### config.mk
export PLATFORM = sky130hd
export DESIGN_NAME = bch_syndrome
export DESIGN_NICKNAME = d
export VERILOG_FILES = /design/src/rtl/bch_pkg.sv /design/src/rtl/bch_syndrome_popcount7.sv /design/src/rtl/bch_syndrome.sv
export SDC_FILE = /design/constraint.sdc
export NUM_CORES = 1
export LEC_CHECK = 0
export BUFFER_PORTS_ARGS = -buffer_cell sky130_fd_sc_hd__buf_2
export CAP_MARGIN = 30
export CORE_MARGIN = 8
export CORE_UTILIZATION = 25
export CTS_CLUSTER_DIAMETER = 150
export CTS_CLUSTER_SIZE = 30
export DETAILED_ROUTE_END_ITERATION = 7
export PLACE_DENSITY = 0.44
export SETUP_SLACK_MARGIN = 0.5
export SYNTH_ARGS = -nofsm -noshare
export SYNTH_HDL_FRONTEND = slang
export SYNTH_SLANG_ARGS = --single-unit
export TNS_END_PERCENT = 10
### constraint.sdc
create_clock -name clk -period 3 [get_ports clk]
set_input_delay 0.3 -clock clk [delete_from_list [all_inputs] [get_ports clk]]
set_output_delay 0.3 -clock clk [all_outputs]
set_load 0.01 [all_outputs]
### src/rtl/bch_pkg.sv
// Shared definitions for the BCH(63,56) receive path.
//   BCH_N / BCH_K / BCH_M : code length, message length, parity bits
//   BCH_GPOLY             : generator g(x) = x^7+x^6+x^2+1 (bit 7 implicit)
//   syn_t                 : 7-bit syndrome type
//   state_t               : syndrome front-end state machine encoding
package bch_pkg;

  localparam int BCH_N = 63;
  localparam int BCH_K = 56;
  localparam int BCH_M = 7;

  localparam logic [7:0] BCH_GPOLY = 8'b1100_0101;

  typedef logic [6:0] syn_t;

  typedef enum logic [1:0] {
    IDLE  = 2'd0,
    SHIFT = 2'd1,
    DONE  = 2'd2
  } state_t;

endpackage

### src/rtl/bch_syndrome_popcount7.sv
// popcount7: combinational Hamming weight of a 7-bit vector.
//   a   in  7 : input vector
//   cnt out 3 : number of ones in a (0..7)
// Shared with the downstream error-pattern lookup.
module popcount7 (
  input  logic [6:0] a,
  output logic [2:0] cnt
);

  // Sum of the individual bits; 3 bits are enough for a maximum of 7.
  always_comb begin
    cnt = 3'd0;
    for (int i = 0; i < 7; i++) begin
      cnt = cnt + {2'b00, a[i]};
    end
  end

endmodule

### src/rtl/bch_syndrome.sv
// bch_syndrome: serial front end of the BCH(63,56) receiver.
// Deserialises a 63-bit codeword (MSB first) and, in parallel, divides it
// by g(x) to produce the syndrome and its weight for the decoder stage.
//   clk, rst_n   : clock, asynchronous active-low reset
//   din_valid    : qualifies din and frame_start
//   din          : received bit, R[62] first
//   frame_start  : first bit of a codeword
//   R            : captured codeword, held while isEn2=1
//   S            : syndrome R(x) mod g(x)
//   w            : popcount of S
//   isEn2        : level, R/S/w valid until the next accepted frame_start
//   busy         : a frame is being shifted in
module bch_syndrome
  import bch_pkg::*;
#(
  parameter logic [7:0] G_POLY = BCH_GPOLY,
  parameter int         N      = BCH_N
) (
  input  logic         clk,
  input  logic         rst_n,
  input  logic         din_valid,
  input  logic         din,
  input  logic         frame_start,
  output logic [N-1:0] R,
  output syn_t         S,
  output logic [2:0]   w,
  output logic         isEn2,
  output logic         busy
);

  localparam logic [5:0] LAST_CNT = 6'(N - 1);

  state_t         state_r, next_state_s;
  logic [N-1:0]   sr_r, next_sr_s;
  syn_t           rem_r, next_rem_s;
  logic [5:0]     cnt_r, next_cnt_s;
  logic [N-1:0]   next_r_s;
  syn_t           next_s_s;
  logic [2:0]     next_w_s;
  logic           next_isen2_s;
  logic           next_busy_s;

  syn_t           rem_shift_s;
  logic [2:0]     rem_weight_s;

  // One LFSR division step: multiply by x, add din, reduce the x^7 term.
  always_comb begin
    rem_shift_s = {rem_r[5:0], din} ^ (rem_r[6] ? G_POLY[6:0] : 7'd0);
  end

  popcount7 u_popcount (
    .a   (rem_shift_s),
    .cnt (rem_weight_s)
  );

  // Next-state and next-output logic; every register holds by default.
  always_comb begin
    next_state_s = state_r;
    next_sr_s    = sr_r;
    next_rem_s   = rem_r;
    next_cnt_s   = cnt_r;
    next_r_s     = R;
    next_s_s     = S;
    next_w_s     = w;
    next_isen2_s = isEn2;
    next_busy_s  = busy;

    if (din_valid && frame_start) begin
      // A start bit always begins a fresh frame, from any state.
      next_state_s = SHIFT;
      next_sr_s    = {{(N-1){1'b0}}, din};
      next_rem_s   = {6'b000000, din};
      next_cnt_s   = 6'd1;
      next_isen2_s = 1'b0;
      next_busy_s  = 1'b1;
    end else if (din_valid) begin
      case (state_r)
        SHIFT: begin
          next_sr_s  = {sr_r[N-2:0], din};
          next_rem_s = rem_shift_s;
          if (cnt_r == LAST_CNT) begin
            // Last bit: publish the completed frame on this same edge.
            next_state_s = DONE;
            next_cnt_s   = 6'd0;
            next_r_s     = {sr_r[N-2:0], din};
            next_s_s     = rem_shift_s;
            next_w_s     = rem_weight_s;
            next_isen2_s = 1'b1;
            next_busy_s  = 1'b0;
          end else begin
            next_cnt_s = cnt_r + 6'd1;
          end
        end
        IDLE: begin
          next_state_s = IDLE;
        end
        DONE: begin
          next_state_s = DONE;
        end
        default: begin
          next_state_s = IDLE;
          next_busy_s  = 1'b0;
          next_isen2_s = 1'b0;
        end
      endcase
    end else begin
      // Stall: nothing changes.
      next_state_s = state_r;
    end
  end

  // State and output registers.
  always_ff @(posedge clk or negedge rst_n) begin
    if (!rst_n) begin
      state_r <= IDLE;
      sr_r    <= '0;
      rem_r   <= 7'd0;
      cnt_r   <= 6'd0;
      R       <= '0;
      S       <= 7'd0;
      w       <= 3'd0;
      isEn2   <= 1'b0;
      busy    <= 1'b0;
    end else begin
      state_r <= next_state_s;
      sr_r    <= next_sr_s;
      rem_r   <= next_rem_s;
      cnt_r   <= next_cnt_s;
      R       <= next_r_s;
      S       <= next_s_s;
      w       <= next_w_s;
      isEn2   <= next_isen2_s;
      busy    <= next_busy_s;
    end
  end

endmodule

==> results of run 1 <==
==> area by class of cell <==
cell class                 count  area, µm²  area share (%)
tap                          324      405.4           5.366
sequential                   152       3804           50.35
clock buffer                  22      464.2           6.144
inverter                      13      48.80          0.6459
timing repair buffer          90      520.5           6.890
clock inverter                 8      122.6           1.623
multi-input combinational    212       2190           28.98
==> Yosys cell counts (all sizes together), types with 5 or more instances <==
| cell type | n |
|---|---|
| dfrtp | 152 |
| mux2 | 71 |
| a22o | 63 |
| buf | 14 |
| nand2 | 14 |
| o21ai | 14 |
| clkbuf | 13 |
| inv | 13 |
| ha | 8 |
| a21oi | 5 |
==> worst max-delay path: cells and delay by family (launching register included) <==
kind	cells	cell delay, ps
XOR/XNOR	2	310
adder cells (fa/ha/maj)	5	1700
buffers and inverters	2	90
flip-flops	1	410
multiplexers	1	260
==> final timing paths <==
| path | from | endpoint | slack, ps | depth (start not counted) |
|---|---|---|---|---|
| worst max-delay path | rem_r[6] | w[2] | 110 | 10 |
| worst max register to register | rem_r[6] | w[2] | 110 | 10 |
| worst min-delay path | din | sr_r[0] | 190 | 3 |
| min in group asynchronous | rst_n | R[53] | 340 | 2 |
| max in group asynchronous | rst_n | R[22] | 1820 | 3 |
| worst min register to register | rem_r[4] | S[5] | 500 | 1 |
==> layer usage <==
layer,track usage [%],routed length [µm],vias to the layer above
li1,-,-,1637
met1,11.64,6333,1837
met2,13.20,5808,74
met3,2.919,549,13
met4,3.527,166,0
met5,0,0,-
==> through the flow <==
| step | cells | hold slack, ps | power, W | area [µm²] |
|---|---|---|---|---|
| floorplan | 404 | 4.409 | 0.002522 | 6228 |
| global placement | 788 | 210.2 | 0.002674 | 6912 |
| detailed placement | 788 | 213.6 | 0.002694 | 6912 |
| CTS | 819 | 157.8 | 0.004909 | 7508 |
| global route | 821 | 195.0 | 0.005096 | 7555 |
| finish | 821 | 191.1 | 0.004840 | 7555 |
==> timing repair <==
item / 4_1_cts / 5_1_grt
cloned: 0 / 1
endpoints found under the hold margin: 34 / 0
setup buffers: 0 / 1
hold buffers: 1 / 0
resized for setup: 0 / 6
setup endpoints to repair: 3 / 41
==> state kept, by name, indices dropped and copies added, names as in the netlist <==
signal	flops
R	63
S	7
busy	1
cnt_r	6
isEn2	1
rem_r	7
sr_r	62
state_r	2
w	3
==> report_power, final <==
part / total, W / switching (W) / leakage [nW] / internal [W]
combinational: 0.000484 / 0.000327 / 1.41 / 0.000157
clock: 0.00217 / 0.000829 / 0.278 / 0.00134
sequential: 0.00219 / 0.0000741 / 2.10 / 0.00211
total: 0.00484 / 0.00123 / 3.78 / 0.00361
==> logic make-up (layout without fill, tap and decap cells) <==
logic type,after synthesis,in the layout,synth area share [%]
mux,73,73,16.60
simple gates,25,25,2.311
buf+inv,40,133,4.341
compound gates,97,97,12.24
xor+xnor,6,6,0.8442
flops,152,152,61.09
fa+ha+maj,11,11,2.572
==> results.sh, run 1 <==
export IMPL_grt_pass1_vias=3895
export IMPL_maxCapViolations=0
export IMPL_route_detailed_drc=0
export IMPL_diodes=0
export IMPL_run_status="finished, final reports clean"
export IMPL_tritoncts="done"
export IMPL_initialDrtViolationCount=196
export IMPL_final_period_utilization_pct=96.20
export IMPL_worstPathCellList="xor2_2 -> ha_1 -> inv_1 -> fa_1 -> fa_1 -> inv_2 -> ha_4 -> fa_2 -> xor2_1 -> mux2_2"
export IMPL_criticalPathCategory="reg2reg"
export IMPL_yosysWarningCount=0
export IMPL_critical_path_slowest_cell="sky130_fd_sc_hd__fa_1"
export IMPL_synth_enable_flop_cells=0
export IMPL_maximum_cell_stage_delay_along_the_critical_path_ps=510
export IMPL_finalClockSkew_ps=13.42
export IMPL_final_layout_size_suffix_gt1_share_pct=39.44
export IMPL_initial_antenna_violation_count=0
export IMPL_die_h_um=173.8
export IMPL_achievable_freq_mhz=346.5
export IMPL_final_max_slew_violation_count=0
export IMPL_finish_net_count=502
export IMPL_detail_route_wl_per_cell_um=15.66
export IMPL_final_common_cell="sky130_fd_sc_hd__dfrtp_1"
export IMPL_syn_to_final_growth_pct=21.34
export IMPL_synth_top_flop_cell="sky130_fd_sc_hd__dfrtp_1"
export IMPL_cp_required_ps=3290
export IMPL_tightestPinTransition_ps=784.9
export IMPL_finalWirelength_um=12860
export IMPL_die_area_um2=30210
export IMPL_die_width_um=173.8
export IMPL_placeableCoreArea_um2=24390
export IMPL_fin_util_pct=30.97
export IMPL_path_clk_slew_ps=60
export IMPL_maximum_number_of_pins_on_one_net_before_global_route_repair=79
export IMPL_setup_viol_count_final=0
export IMPL_routed_via_count=3561
export IMPL_later_pin_clock_latency_in_the_skew_report_ps=420
export IMPL_placementRows=57
export IMPL_largest_fanout_of_any_net_on_the_critical_path=2
export IMPL_drt_pass1_iterations=4
export IMPL_report_final_hold_viol_count=0
export IMPL_fillCellCount=2470
export IMPL_postSynthRegisterBits=152
export IMPL_power_static_leakage_nw=3.781
export IMPL_final_period_minus_worst_setup_slack_ps=2886
export IMPL_fin_setup_tns_ps=0
export IMPL_buffer_ports_inserted=79
export IMPL_sink_count_of_the_clock_tree=152
export IMPL_rsz0062_at_grt="yes"
export IMPL_preCtsSetupSlack_ps=-2.598
export IMPL_yosys_area_top_type="sky130_fd_sc_hd__dfrtp_1"
export IMPL_via_per_inst=4.337
export IMPL_initial_standard_cell_utilization_of_the_core_pct=25.53
export IMPL_setup_ws_ps=114.0
export IMPL_globalRoute_totalOverflow=0
export IMPL_mostFrequentLayoutCells="152 x sky130_fd_sc_hd__dfrtp_1, 78 x sky130_fd_sc_hd__buf_2, 63 x sky130_fd_sc_hd__a22o_1"
export IMPL_io_pin_count=80
export IMPL_relSlewSlack_pct=47.67
export IMPL_cts_buffers_inserted=17
export IMPL_ir_drop_mv=0.2951
export IMPL_timing_critical_path_to_type="register"
export IMPL_cts_buffer_depth=2
export IMPL_clockRootBuffer="sky130_fd_sc_hd__clkbuf_16"
export IMPL_cts_htree_levels=4
export IMPL_avgSynthCellArea_um2=15.41
export IMPL_async_reset_ff_share_pct=100.0
export IMPL_synth_yosys_seq_area_share_pct=61.09
export IMPL_netlist_area_leader_share_pct=61.09
export IMPL_syn_instance_count=404
export IMPL_grt_first_pass_wirelength_um=21600
export IMPL_gp_congestion=0.7282
export IMPL_critPathArrivalTime_ps=3170
export IMPL_power_density_nw_per_um2=640.7
export IMPL_post_synth_main_area_contributors="sky130_fd_sc_hd__dfrtp_1 61%, sky130_fd_sc_hd__mux2_4 14%, sky130_fd_sc_hd__a22o_1 8.9%"
export IMPL_detailedPlacementHpwl_um=7918
export IMPL_netlist_cell_type_count=40
export IMPL_grt_use_total_pct=8.854
export IMPL_startpoint_type="register"
export IMPL_hold_path_class="in2reg"
export IMPL_antenna_violating_nets_post_route=0
export IMPL_synth_area_um2=6226
export IMPL_synth_net_count=420
export IMPL_cpMostUsedCell="sky130_fd_sc_hd__fa_1"
Power figures use the tool's default switching activity.
==> inputs of run 2 (changes only) <==
--- a/config.mk
+++ b/config.mk
@@ -9,9 +9,11 @@
 export CAP_MARGIN = 30
 export CORE_MARGIN = 8
 export CORE_UTILIZATION = 25
+export CTS_BUF_LIST = sky130_fd_sc_hd__clkbuf_8
 export CTS_CLUSTER_DIAMETER = 150
 export CTS_CLUSTER_SIZE = 30
 export DETAILED_ROUTE_END_ITERATION = 7
+export GPL_ROUTABILITY_DRIVEN = 0
 export PLACE_DENSITY = 0.44
 export SETUP_SLACK_MARGIN = 0.5
 export SYNTH_ARGS = -nofsm -noshare
==> run 2 against run 1 <==
Net effect:
- non-clock buffer count is the same
- count of clock-buffer cells in the layout shrank 3
- cell area decreased by 2.5%
- final cell count is the same
- total power shrank 12%
- worst hold slack lost 24 ps
- setup slack got worse by 5.7 ps
- critical path depth unchanged
==> results.sh, run 2 (synthesis results as in run 1) <==
export IMPL_run_status="finished, final reports clean"
export IMPL_cpMostUsedCell="sky130_fd_sc_hd__fa_1"
export IMPL_initial_standard_cell_utilization_of_the_core_pct=25.53
export IMPL_io_pin_count=80
export IMPL_tritoncts="done"
export IMPL_finalNonFillerCells=821
export IMPL_numPlacedInstances=788
export IMPL_syn_to_final_growth_pct=18.27
export IMPL_startpoint_type="register"
export IMPL_grt_use_total_pct=8.706
export IMPL_power_static_leakage_nw=3.706
export IMPL_hold_path_class="in2reg"
export IMPL_finalWirelength_um=12860
export IMPL_detailedPlacementHpwl_um=7918
export IMPL_timing_critical_path_to_type="register"
export IMPL_grt_pass1_vias=3838
export IMPL_dr_max_layer_used="met4"
export IMPL_path_clk_slew_ps=90
export IMPL_later_pin_clock_latency_in_the_skew_report_ps=440
export IMPL_logic_gate_share_of_total_power_pct=11.3
export IMPL_netSwitchingPower_w=0.001158
export IMPL_cts_buffer_depth=2
export IMPL_initial_antenna_violation_count=0
export IMPL_tightestPinTransition_ps=791.7
export IMPL_drt_pass1_iterations=4
export IMPL_wl_met1_um=6436
export IMPL_routed_via_count=3554
export IMPL_die_width_um=173.8
export IMPL_grt_first_pass_wirelength_um=21300
export IMPL_maximum_number_of_pins_on_one_net_before_global_route_repair=79
export IMPL_detailroute_wirelength_met3_um=542
export IMPL_critPathArrivalTime_ps=3200
export IMPL_initialDrtViolationCount=178
export IMPL_final_period_utilization_pct=96.39
export IMPL_final_max_slew_violation_count=0
export IMPL_sw_frac_of_total_pct=27.12
export IMPL_critical_path_slowest_cell="sky130_fd_sc_hd__fa_1"
export IMPL_finish_net_count=502
export IMPL_clockRootBuffer="sky130_fd_sc_hd__clkbuf_8"
export IMPL_fillCellCount=2483
export IMPL_setup_viol_count_final=0
export IMPL_achievable_freq_mhz=345.8
export IMPL_cts_buffers_inserted=17
export IMPL_largest_register="R"
export IMPL_buffer_ports_inserted=79
export IMPL_criticalPathCategory="reg2reg"
export IMPL_report_final_hold_viol_count=0
export IMPL_placeableCoreArea_um2=24390
export IMPL_via_per_inst=4.329
export IMPL_maximum_cell_stage_delay_along_the_critical_path_ps=510
export IMPL_rsz0062_at_grt="yes"
export IMPL_cts_htree_levels=4
export IMPL_globalRoute_totalOverflow=0
export IMPL_final_common_cell="sky130_fd_sc_hd__dfrtp_1"
export IMPL_timing_critical_path_buf_inv=2
export IMPL_power_density_nw_per_um2=579.9
export IMPL_fin_setup_tns_ps=0
export IMPL_p_int_w=0.003112
export IMPL_cp_required_ps=3310
export IMPL_relSlewSlack_pct=47.22
export IMPL_diodes=0
export IMPL_setup_ws_ps=108.3
export IMPL_final_layout_size_suffix_gt1_share_pct=39.44
export IMPL_antenna_violating_nets_post_route=0
export IMPL_sink_count_of_the_clock_tree=152
export IMPL_die_area_um2=30210
export IMPL_route_detailed_drc=0
export IMPL_detail_route_wl_per_cell_um=15.67
export IMPL_pwr_share_seq_pct=51.1
export IMPL_final_period_minus_worst_setup_slack_ps=2892
export IMPL_ir_drop_mv=0.2694
export IMPL_path_delay_family="adder cells"
export IMPL_die_h_um=173.8
export IMPL_largest_reg_flops=63
export IMPL_layout_top_registers="R (63), sr_r (62)"
export IMPL_clockPowerShare_pct=37.5
export IMPL_finalClockSkew_ps=17.73
export IMPL_placementRows=57
export IMPL_maxCapViolations=0
export IMPL_worstPathCellList="xor2_2 -> ha_1 -> inv_1 -> fa_1 -> fa_1 -> inv_2 -> ha_4 -> fa_2 -> xor2_1 -> mux2_2"
export IMPL_preCtsSetupSlack_ps=-2.598
export IMPL_wl_met2_um=5724
export IMPL_largest_fanout_of_any_net_on_the_critical_path=2
export IMPL_mostFrequentLayoutCells="152 x sky130_fd_sc_hd__dfrtp_1, 78 x sky130_fd_sc_hd__buf_2, 63 x sky130_fd_sc_hd__a22o_1"
-- run 2: final timing paths --
| check | startpoint | end | slack, ps | depth (start not counted) |
|---|---|---|---|---|
| setup / recovery | rem_r[6] | w[2] | 110 | 10 |
| hold / removal | din | sr_r[0] | 170 | 3 |
| setup reg to reg | rem_r[6] | w[2] | 110 | 10 |
| hold reg to reg | rem_r[4] | S[5] | 510 | 1 |
| max in group asynchronous | rst_n | R[19] | 1840 | 3 |
| min in group asynchronous | rst_n | R[53] | 310 | 2 |
-- run 2: worst register-to-register path, cell delays in order, from the launching register on --
cell	delay, ps
sky130_fd_sc_hd__dfrtp_1	410
sky130_fd_sc_hd__xor2_2	160
sky130_fd_sc_hd__ha_1	270
sky130_fd_sc_hd__inv_1	40
sky130_fd_sc_hd__fa_1	450
sky130_fd_sc_hd__fa_1	510
sky130_fd_sc_hd__inv_2	50
sky130_fd_sc_hd__ha_4	150
sky130_fd_sc_hd__fa_2	320
sky130_fd_sc_hd__xor2_1	150
sky130_fd_sc_hd__mux2_2	260
-- run 2: cell type report --
type / instances / area [µm²] / area share, %
Tap cell: 324 / 405.4 / 5.506
Clock buffer: 19 / 261.5 / 3.551
Sequential cell: 152 / 3804 / 51.66
Clock inverter: 11 / 133.9 / 1.818
Timing Repair Buffer: 90 / 520.5 / 7.069
Multi-Input combinational cell: 212 / 2190 / 29.74
Inverter: 13 / 48.80 / 0.6627
-- run 2: repair_timing --
| item | in CTS | in global routing |
|---|---|---|
| cloned | 0 | 1 |
| endpoints found under the setup margin | 3 | 43 |
| gates resized for setup | 0 | 6 |
| endpoints found under the hold margin | 34 | 0 |
| setup buffers | 0 | 1 |
| hold buffers | 1 | 0 |
| pin swaps | 0 | 0 |
-- run 2: power by group through the flow --
stage / Sequential (W) / Clock, W / Combinational, W
2_1_floorplan: 0.00220 / 0 / 0.000318
3_3_place_gp: 0.00222 / 0 / 0.000458
3_5_place_dp: 0.00222 / 0 / 0.000472
4_1_cts: 0.00218 / 0.00168 / 0.000475
5_1_grt: 0.00219 / 0.00177 / 0.000561
6_report: 0.00218 / 0.00160 / 0.000484
-- run 2: through the flow --
stage | cell area, µm² | power (W) | hold slack [ps] | utilization (%)
2_1_floorplan | 6228 | 0.002522 | 4.409 | -
3_3_place_gp | 6912 | 0.002674 | 210.2 | 28.34
3_5_place_dp | 6912 | 0.002694 | 213.6 | 28.34
4_1_cts | 7317 | 0.004339 | 117.6 | 30.00
5_1_grt | 7363 | 0.004518 | 148.5 | 30.19
6_report | 7363 | 0.004270 | 167.1 | 30.19
-- run 2: metal layers --
| layer | vias up | track usage (%) |
|---|---|---|
| met5 | - | 0 |
| met4 | 0 | 2.993 |
| met3 | 11 | 3.115 |
| met2 | 69 | 12.97 |
| met1 | 1847 | 11.48 |
| li1 | 1627 | - |
==> inputs of run 3 (changes only) <==
--- a/config.mk
+++ b/config.mk
@@ -5,6 +5,7 @@
 export SDC_FILE = /design/constraint.sdc
 export NUM_CORES = 1
 export LEC_CHECK = 0
+export ABC_CLOCK_PERIOD_IN_PS = 3000
 export BUFFER_PORTS_ARGS = -buffer_cell sky130_fd_sc_hd__buf_2
 export CAP_MARGIN = 30
 export CORE_MARGIN = 8
@@ -14,8 +15,10 @@
 export CTS_CLUSTER_SIZE = 30
 export DETAILED_ROUTE_END_ITERATION = 7
 export GPL_ROUTABILITY_DRIVEN = 0
+export MAX_ROUTING_LAYER = met4
 export PLACE_DENSITY = 0.44
 export SETUP_SLACK_MARGIN = 0.5
+export SKIP_LAST_GASP = 1
 export SYNTH_ARGS = -nofsm -noshare
 export SYNTH_HDL_FRONTEND = slang
 export SYNTH_SLANG_ARGS = --single-unit
==> run 3 against run 2 <==
Net effect:
- global-route usage up 0.25 points
- utilization down 0.16 points
- die area unchanged
- final cell count decreased by 0.24%
- total power decreased by 0.46%
- via count hardly changed
- critical endpoint unchanged
==> results.sh, run 3 (synthesis results as in run 1) <==
export IMPL_hold_path_class="in2reg"
export IMPL_die_h_um=173.8
export IMPL_fin_setup_tns_ps=0
export IMPL_die_width_um=173.8
export IMPL_mostFrequentLayoutCells="152 x sky130_fd_sc_hd__dfrtp_1, 78 x sky130_fd_sc_hd__buf_2, 63 x sky130_fd_sc_hd__a22o_1"
export IMPL_layout_top_registers="R (63), sr_r (62)"
export IMPL_grt_use_total_pct=8.960
export IMPL_fillCellCount=2486
export IMPL_final_layout_size_suffix_gt1_share_pct=38.59
export IMPL_later_pin_clock_latency_in_the_skew_report_ps=440
export IMPL_maximum_number_of_pins_on_one_net_before_global_route_repair=79
export IMPL_final_period_utilization_pct=97.30
export IMPL_die_area_um2=30210
export IMPL_setup_viol_count_final=0
export IMPL_critPathArrivalTime_ps=3230
export IMPL_cts_buffer_depth=2
export IMPL_clockRootBuffer="sky130_fd_sc_hd__clkbuf_8"
export IMPL_largest_register="R"
export IMPL_antenna_violating_nets_post_route=0
export IMPL_fin_hold_ws_ps=164.4
export IMPL_criticalPathCategory="reg2reg"
export IMPL_cts_htree_levels=4
export IMPL_maxCapViolations=0
export IMPL_fin_util_pct=30.03
export IMPL_sink_count_of_the_clock_tree=152
export IMPL_routed_via_count=3555
export IMPL_initialDrtViolationCount=168
export IMPL_multi_input_comb_area_um2=2175
export IMPL_path_clk_slew_ps=90
export IMPL_diodes=0
export IMPL_drt_pass1_iterations=4
export IMPL_startpoint_type="register"
export IMPL_globalRoute_totalOverflow=0
export IMPL_largest_reg_flops=63
export IMPL_final_common_cell="sky130_fd_sc_hd__dfrtp_1"
export IMPL_buffer_ports_inserted=79
export IMPL_syn_to_final_growth_pct=17.64
export IMPL_detail_route_wl_per_cell_um=15.22
export IMPL_grt_first_pass_wirelength_um=21310
export IMPL_grt_pass1_vias=3840
export IMPL_cts_post_setup_buffers_inserted=0
export IMPL_stdcell_area_um2=7325
export IMPL_cp_required_ps=3310
export IMPL_largest_fanout_of_any_net_on_the_critical_path=2
export IMPL_run_status="finished, final reports clean"
export IMPL_via_per_inst=4.341
export IMPL_finish_net_count=500
export IMPL_final_period_minus_worst_setup_slack_ps=2919
export IMPL_report_final_hold_viol_count=0
export IMPL_io_pin_count=80
export IMPL_ir_drop_mv=0.2689
export IMPL_initial_antenna_violation_count=0
export IMPL_tightestPinTransition_ps=781.3
export IMPL_route_detailed_drc=0
export IMPL_placementRows=57
export IMPL_numPlacedInstances=788
export IMPL_rsz0062_at_grt="yes"
export IMPL_register_area_um2=3804
export IMPL_tritoncts="done"
export IMPL_finalNonFillerCells=819
export IMPL_relSlewSlack_pct=47.91
export IMPL_placement_cell_area_um2=6912
export IMPL_achievable_freq_mhz=342.6
export IMPL_detailedPlacementHpwl_um=7918
export IMPL_finalClockSkew_ps=19.36
export IMPL_placeableCoreArea_um2=24390
export IMPL_cts_buffers_inserted=17
export IMPL_critical_path_slowest_cell="sky130_fd_sc_hd__fa_1"
export IMPL_power_static_leakage_nw=3.696
export IMPL_worstPathCellList="xor2_2 -> ha_1 -> inv_1 -> fa_1 -> fa_1 -> inv_1 -> ha_1 -> fa_2 -> xor2_1 -> mux2_2"
export IMPL_finalWirelength_um=12470
export IMPL_timing_critical_path_to_type="register"
export IMPL_maximum_cell_stage_delay_along_the_critical_path_ps=490
export IMPL_final_max_slew_violation_count=0
export IMPL_power_density_nw_per_um2=580.3
export IMPL_initial_standard_cell_utilization_of_the_core_pct=25.53
-- run 3: cell types whose count changed in the layout (fill, tap and decap cells not counted) --
cell / delta
sky130_fd_sc_hd__ha_1: +2
sky130_fd_sc_hd__buf_12: +1
sky130_fd_sc_hd__buf_4: -1
sky130_fd_sc_hd__buf_6: -1
sky130_fd_sc_hd__clkbuf_16: -1
sky130_fd_sc_hd__ha_2: -1
sky130_fd_sc_hd__ha_4: -1
sky130_fd_sc_hd__inv_1: +1
sky130_fd_sc_hd__inv_2: -1
-- run 3: worst max-delay path, delay by kind of cell, from the launching register on --
kind                     cells  cell delay [ps]
XOR/XNOR                     2              310
adder cells (fa/ha/maj)      5             1720
buffers and inverters        2               80
flip-flops                   1              410
multiplexers                 1              260
-- run 3: layout make-up --
cell class,count,area share (%)
Clock buffer,19,3.570
Clock inverter,11,1.828
Inverter,13,0.6662
Multi-Input combinational cell,212,29.69
Sequential cell,152,51.93
Tap cell,324,5.535
Timing Repair Buffer,88,6.782
-- run 3: path summary, 6_finish.rpt --
| path | start | endpoint | slack, ps | cells past startpoint |
|---|---|---|---|---|
| worst min register to register | sr_r[61] | sr_r[61] | 510 | 1 |
| worst max register to register | rem_r[6] | w[2] | 80 | 10 |
| worst min-delay path | din | sr_r[0] | 160 | 3 |
| max in group asynchronous | rst_n | R[22] | 1850 | 3 |
| worst max-delay path | rem_r[6] | w[2] | 80 | 10 |
| min in group asynchronous | rst_n | R[53] | 320 | 2 |
-- run 3: timing repair --
action / in CTS / in global routing
setup endpoints to repair: 3 / 12
endpoints found under the hold margin: 34 / 0
resized for setup: 0 / 1
hold buffers: 1 / 0
-- run 3: stage by stage --
stage,setup slack [ps],power (W)
after floorplan,140.4,0.002522
after global placement,65.87,0.002674
after detailed placement,-2.598,0.002694
after CTS,44.87,0.004339
after global routing,-27.17,0.004492
final,81.05,0.004250
-- run 3: per-layer routing --
layer	vias to the layer above	share of wire, %	global-route usage (%)
met2	78	45	12.94
li1	1626	-	-
met5	-	0	-
met3	11	4.4	2.897
met1	1840	49	11.66
met4	0	1.3	2.993
-- run 3: report_power, final --
part           switching (W)  internal (W)
registers          0.0000730       0.00211
clock network       0.000758      0.000846
logic               0.000318      0.000146
total                0.00115       0.00310
